`config.mk`:
```
export PLATFORM = sky130hd
export DESIGN_NAME = piso_frame_tx
export DESIGN_NICKNAME = d
export VERILOG_FILES = /design/src/rtl/piso_frame_tx.sv
export SDC_FILE = /design/constraint.sdc
export NUM_CORES = 1
export LEC_CHECK = 0
export ABC_AREA = 1
export ABC_CLOCK_PERIOD_IN_PS = 2400
export BUFFER_PORTS_ARGS = -buffer_cell sky130_fd_sc_hd__buf_4
export CORE_UTILIZATION = 45
export DETAILED_ROUTE_END_ITERATION = 8
export PLACE_DENSITY = 0.66
export RECOVER_POWER = 25
export REMOVE_ABC_BUFFERS = 1
export SLEW_MARGIN = 30
export SYNTH_ARGS = -nofsm -noshare
export SYNTH_HDL_FRONTEND = slang
export SYNTH_SLANG_ARGS = --single-unit
```
`constraint.sdc`:
```
create_clock -name clk -period 2.4 [get_ports clk]
set_clock_uncertainty 0.05 [all_clocks]
set_input_delay 0.48 -clock clk [delete_from_list [all_inputs] [get_ports clk]]
set_output_delay 0.48 -clock clk [all_outputs]
set_load 0.005 [all_outputs]
```
`src/rtl/piso_frame_tx.sv`:
```
// Parallel-in, serial-out framed transmitter: start bit, LSB-first data,
// optional even parity, stop bit; each bit held for BAUD_DIV clocks.
module piso_frame_tx #(
  parameter int DATA_W    = 8,
  parameter int BAUD_DIV  = 1,
  parameter int PARITY_EN = 0
) (
  input  logic              clk,
  input  logic              rst,
  input  logic [DATA_W-1:0] tx_data,
  input  logic              tx_valid,
  output logic              tx_ready,
  output logic              sout,
  output logic              busy,
  output logic              done
);

  localparam int CW = (BAUD_DIV > 1) ? $clog2(BAUD_DIV) : 1;
  localparam int IW = (DATA_W > 1) ? $clog2(DATA_W) : 1;
  localparam logic [CW-1:0] CNT_LAST = CW'(BAUD_DIV - 1);
  localparam logic [IW-1:0] IDX_LAST = IW'(DATA_W - 1);

  typedef enum logic [2:0] {IDLE, START, DATA, PARITY, STOP} state_t;

  state_t            state, state_n;
  logic [CW-1:0]     cnt, cnt_n;
  logic [IW-1:0]     idx, idx_n;
  logic [DATA_W-1:0] shift_reg, shift_n;
  logic              par, par_n;
  logic              bit_end;

  always_ff @(posedge clk) begin
    if (rst) begin
      state     <= IDLE;
      cnt       <= '0;
      idx       <= '0;
      shift_reg <= '0;
      par       <= 1'b0;
    end else begin
      state     <= state_n;
      cnt       <= cnt_n;
      idx       <= idx_n;
      shift_reg <= shift_n;
      par       <= par_n;
    end
  end

  // Parity is captured at acceptance because the data bits are shifted out
  // of shift_reg before the parity bit goes on the line.
  always_comb begin
    state_n  = state;
    cnt_n    = cnt;
    idx_n    = idx;
    shift_n  = shift_reg;
    par_n    = par;
    bit_end  = (cnt == CNT_LAST);
    sout     = 1'b1;
    tx_ready = 1'b0;
    done     = 1'b0;

    if (state != IDLE)
      cnt_n = bit_end ? '0 : cnt + CW'(1);

    unique case (state)
      IDLE: begin
        tx_ready = 1'b1;
        cnt_n    = '0;
        idx_n    = '0;
        if (tx_valid) begin
          shift_n = tx_data;
          par_n   = ^tx_data;
          state_n = START;
        end
      end
      START: begin
        sout = 1'b0;
        if (bit_end) state_n = DATA;
      end
      DATA: begin
        sout = shift_reg[0];
        if (bit_end) begin
          shift_n = shift_reg >> 1;
          if (idx == IDX_LAST) begin
            idx_n   = '0;
            state_n = (PARITY_EN != 0) ? PARITY : STOP;
          end else begin
            idx_n = idx + IW'(1);
          end
        end
      end
      PARITY: begin
        sout = par;
        if (bit_end) state_n = STOP;
      end
      STOP: begin
        sout = 1'b1;
        if (bit_end) begin
          done    = 1'b1;
          state_n = IDLE;
        end
      end
      default: state_n = IDLE;
    endcase

    busy = !tx_ready;
  end

endmodule

```
==> metrics.csv, run 1 <==
metric,value,unit
DIE WIDTH,47.8,microns
Layout Nets,164,
setup TNS,0,ns
fillcell total,218,
Worst R2R Start,state[0],
Wirelength per Cell,9.70,microns
Net Sw Frac,0.323,
worst reg2reg path depth,7,
R2R Setup Slk,0.95,ns
Layout area overhead,12.6,%
Synth top area share,0.319,
Setup CP Type,reg2out,
ys async rst share,0,
synth top area cells,"dfxtp_1 32%, nand2_1 15%, inv_1 9.2%",
CP endpoint kind,output port,
Buf/Inv on CP,2,
CP Max Fanout,15,
DR vias/cell,4.62,
n_diodes,0,
synth warn,0,
"CTS clk-pin slew, worst paths",0.09,ns
grt ovf,0,
RR Endpoint,shift_reg[4],
Initial Util,0.480,
Crit-path slowest cell,dfxtp_1,
PD cells,563,mW/mm^2
"Avg Cell Area, Syn",6.98,sq um
CP top delay family,flip-flops,
Final Hold Viols,0,
Worst slew margin,0.811,
HP Class,in2reg,
# DRC,0,
ANT nets after route,0,
Critical Path Start Type,register,
CTS tree,done,
antenna violations before repair,0,
vias,818,
number of CTS-inserted buffers,3,
status,completed,
HP Start,rst,
number of core rows,16,
layout cells sized above 1,0.220,
clock share of power,0.235,
max FFs per register,8,
vias in the first global route,646,
number of synthesized flops with an enable pin,0,
Worst IR Drop VDD,0.000291,V
initial detailed-routing violation count,12,
Crit path depth,5,
top post-synthesis cells by count,"37 x nand2_1, 23 x inv_1, 15 x dfxtp_1, 9 x o21ai_1",
end of the critical path,sout,
Die Ht,47.8,microns
Final GP Congestion,0.858,
Period minus WS final,2.00,ns
post-CTS sizing,0,
"Clk Latency, worst-skew pair",0.27,ns
"FF+latch count, synth",15,
Buffers on Ports,14,
Internal Power,405,uW
Die Area,0.00228,sq mm
Clock Path Buffers,2,
DP HPWL,1.33,mm
maxcap violations,0,
final core utilization,0.541,
"Setup Fix Bufs, Post-CTS",0,
# setup viols final,0,
"Period Utilization, post-route",0.835,
Worst Tran Pin Value,0.283,ns
Worst Path Required,1.87,ns
sequential share of power,0.478,
Netlist cell types,24,
gr usage total,0.173,
# clock sinks,15,
CP startpoint,state[0],
global-route wire length before repair,2.73,mm
Leak Pwr,0.000544,uW
root buffer cell,clkbuf_4,
Peak Freq,0.499,GHz
"Slew Viols, Final",0,
max incr delay on CP,0.39,ns
Cells after Synth,135,
Post-Syn Area,942,sq um
H-tree levels,1,
dominant synthesized flop cell,dfxtp_1,
most common cell in the netlist,nand2_1,
# IOs,15,
largest net degree at the start of global routing,16,
final WL,1.72,mm
critical-path cell list,nor2_8 > nand2_2 > o21ai_0 > inv_1 > buf_4,
register area share after synthesis,0.319,
Gate power share,0.287,
"area leader, netlist",dfxtp_1,
Post-CTS Hold Buffers,0,
sw power,193,uW
drt pass-1 iters,4,
RSZ-0062 raised after global routing,no,
WP data arrival,1.47,ns
Core ar.,0.00196,sq mm
how the worst min path moves through the flow:
stage	slack, ns	to	cells after the start
6_report	0.37	shift_reg[0]	2
5_1_grt	0.36	shift_reg[0]	2
4_1_cts	0.36	shift_reg[0]	2
3_5_place_dp	0.40	shift_reg[1]	2
3_3_place_gp	0.39	shift_reg[6]	2
2_1_floorplan	0.39	shift_reg[1]	2
cells in the final DEF (no fill, tap or decap), drive strengths merged, types with 2 or more instances in the layout:
cell type  netlist  routed
inv             26      25
xnor2            2       2
nand3            7       7
clkbuf           0       4
nand2           42      42
nor2             8       8
a21oi           12      12
dfxtp           15      15
o21ai           14      14
ha               2       2
buf              3      14
routing by layer:
metal  wire (microns)  global-route usage  vias up
met2              821               0.284       14
met1              835               0.229      346
li1                 -                   -      456
met3               43              0.0226        2
met4               16              0.0667        0
met5                0                   0        -
cell type report:
class / count / area, sq um / area share
Sequential cell: 15 / 300 / 0.283
Clock buffer: 4 / 26.3 / 0.0248
Tap cell: 27 / 33.8 / 0.0318
Inverter: 26 / 100 / 0.0943
Timing Repair Buffer: 14 / 105 / 0.0991
Multi-Input combinational cell: 91 / 495 / 0.467
worst register-to-register path: stages (launching register included):
cell,delay (ns)
dfxtp_1,0.39
nor2_8,0.20
nand2_1,0.15
inv_4,0.10
nand2_4,0.06
nand2_4,0.19
o21ai_0,0.13
a21oi_2,0.11
cells by family after synthesis:
logic type / count (synthesis) / share of synthesized area
flops: 15 / 0.319
compound gates: 27 / 0.182
xor+xnor: 2 / 0.0186
fa+ha+maj: 2 / 0.0266
buf+inv: 29 / 0.147
simple gates: 60 / 0.307
stage by stage:
step | instance area [sq um] | setup slack [ns] | hold slack [ns] | cells | total power (uW)
finish | 1060 | 0.395 | 0.371 | 177 | 597
floorplan | 903 | 0.933 | 0.386 | 132 | 412
global placement | 1040 | 0.743 | 0.394 | 173 | 460
global route | 1060 | 0.283 | 0.365 | 177 | 637
CTS | 1070 | 0.376 | 0.365 | 177 | 608
detailed placement | 1040 | 0.685 | 0.404 | 173 | 466
power by group through the flow:
| stage | sequential (uW) | combinational [uW] | clock [uW] |
|---|---|---|---|
| floorplan | 289 | 124 | 0 |
| global placement | 291 | 170 | 0 |
| detailed placement | 292 | 175 | 0 |
| CTS | 286 | 176 | 146 |
| global route | 289 | 193 | 155 |
| finish | 286 | 171 | 140 |
(Power assumes the default switching activity.)
==> run 2, diff against run 1 <==
--- a/config.mk
+++ b/config.mk
@@ -6,7 +6,7 @@
 export NUM_CORES = 1
 export LEC_CHECK = 0
 export ABC_AREA = 1
-export ABC_CLOCK_PERIOD_IN_PS = 2400
+export ABC_CLOCK_PERIOD_IN_PS = 1900
 export BUFFER_PORTS_ARGS = -buffer_cell sky130_fd_sc_hd__buf_4
 export CORE_UTILIZATION = 45
 export DETAILED_ROUTE_END_ITERATION = 8
==> constraint.sdc (replaced) <==
create_clock -name clk -period 1.9 [get_ports clk]
set_clock_uncertainty 0.05 [all_clocks]
set_input_delay 0.38 -clock clk [delete_from_list [all_inputs] [get_ports clk]]
set_output_delay 0.38 -clock clk [all_outputs]
set_load 0.005 [all_outputs]
==> metrics.csv, run 2 (synthesis gave the netlist of run 1 again) <==
metric,value,unit
root buffer cell,clkbuf_4,
Leak Pwr,0.000548,uW
Final Hold Viols,0,
Crit-path slowest cell,dfxtp_1,
status,completed,
Worst Path Required,1.47,ns
gr usage total,0.167,
Final GP Congestion,0.878,
met3 wire length,34,microns
Critical Path Start Type,register,
CP endpoint kind,output port,
Buf/Inv on CP,2,
Max Used Layer,met3,
max incr delay on CP,0.39,ns
"Clk Latency, worst-skew pair",0.27,ns
Die Area,0.00228,sq mm
Layout Nets,165,
Initial Util,0.480,
global-route wire length before repair,2.73,mm
DR vias/cell,4.59,
# DRC,0,
Core ar.,0.00196,sq mm
M1 WL,822,microns
initial detailed-routing violation count,11,
Clock Path Buffers,2,
setup TNS,0,ns
Setup CP Type,reg2out,
"most common cell after layout, fill and taps aside",nand2_1,
CP Max Fanout,8,
CTS tree,done,
Worst Hold End,shift_reg[7],
# setup viols final,0,
RR Endpoint,shift_reg[4],
PD cells,704,mW/mm^2
Wirelength per Cell,9.17,microns
# clock sinks,15,
max FFs per register,8,
hold path depth,3,
post-CTS sizing,0,
layout cells sized above 1,0.225,
"CTS clk-pin slew, worst paths",0.09,ns
CP top delay family,flip-flops,
Layout area overhead,13.4,%
Worst slew margin,0.820,
maxcap violations,0,
number of core rows,16,
Worst IR Drop VDD,0.000333,V
Worst R2R Start,state[0],
final WL,1.63,mm
ANT nets after route,0,
Buffers on Ports,14,
Placed Cells,174,
Period minus WS final,1.69,ns
WP data arrival,1.26,ns
critical-path cell list,nor2_8 > nand2_2 > o21ai_0 > inv_1 > buf_4,
drt pass-1 iters,4,
n_diodes,0,
antenna violations before repair,0,
routed wl met2,775,microns
vias,817,
H-tree levels,1,
vias in the first global route,655,
most frequent cells in the layout,"38 x nand2_1, 23 x inv_1, 15 x dfxtp_1, 15 x buf_4, 9 x o21ai_1",
number of CTS-inserted buffers,3,
RSZ-0062 raised after global routing,no,
final non-filler cell total,178,
worst reg2reg path depth,7,
Worst Tran Pin Value,0.269,ns
Post-CTS Hold Buffers,0,
DP HPWL,1.32,mm
Die Ht,47.8,microns
grt ovf,0,
"Slew Viols, Final",0,
HP Start,tx_data[7],
"Setup Fix Bufs, Post-CTS",0,
Peak Freq,0.593,GHz
HP Class,in2reg,
largest net degree at the start of global routing,15,
R2R Setup Slk,0.47,ns
"Period Utilization, post-route",0.887,
# IOs,15,
DIE WIDTH,47.8,microns
fillcell total,211,
[run 2: area by class of cell]
cell class | instances | area [sq um] | area share
multi-input combinational | 91 | 495 | 0.464
sequential | 15 | 300 | 0.281
timing repair buffer | 15 | 113 | 0.105
inverter | 26 | 100 | 0.0937
tap | 27 | 33.8 | 0.0316
clock buffer | 4 | 26.3 | 0.0246
[run 2: metrics by stage]
step | instance area (sq um) | setup WS (ns) | power (uW) | util | hold slack, ns
5_1_grt | 1070 | 0.0724 | 812 | 0.545 | 0.267
4_1_cts | 1080 | 0.181 | 767 | 0.548 | 0.265
3_5_place_dp | 1050 | 0.489 | 591 | 0.535 | 0.404
2_1_floorplan | 903 | 0.533 | 521 | - | 0.386
3_3_place_gp | 1050 | 0.520 | 585 | 0.535 | 0.398
6_report | 1070 | 0.215 | 752 | 0.545 | 0.270
[run 2: layer usage]
metal  GRT usage  vias up
met5           0        -
met4      0.0500        0
met3      0.0226        0
met2       0.246        9
met1       0.252      354
li1            -      454
[run 2: report_power, final]
group	switching, uW	total [uW]	internal, uW
Combinational	129	217	88.5
Sequential	16.8	360	343
Clock	93.1	174	81.2
[run 2: how the worst max path moves through the flow]
stage | from | endpoint | depth (start not counted)
global route | state[0] | sout | 5
floorplan | state[0] | sout | 4
finish | state[0] | sout | 5
global placement | state[0] | sout | 5
detailed placement | state[0] | sout | 5
CTS | state[0] | sout | 5
[run 2: tightest hold or removal path, cell delays in order]
cell and delay, ns:
buf_4 0.09, nand2_1 0.05, nand2_1 0.05
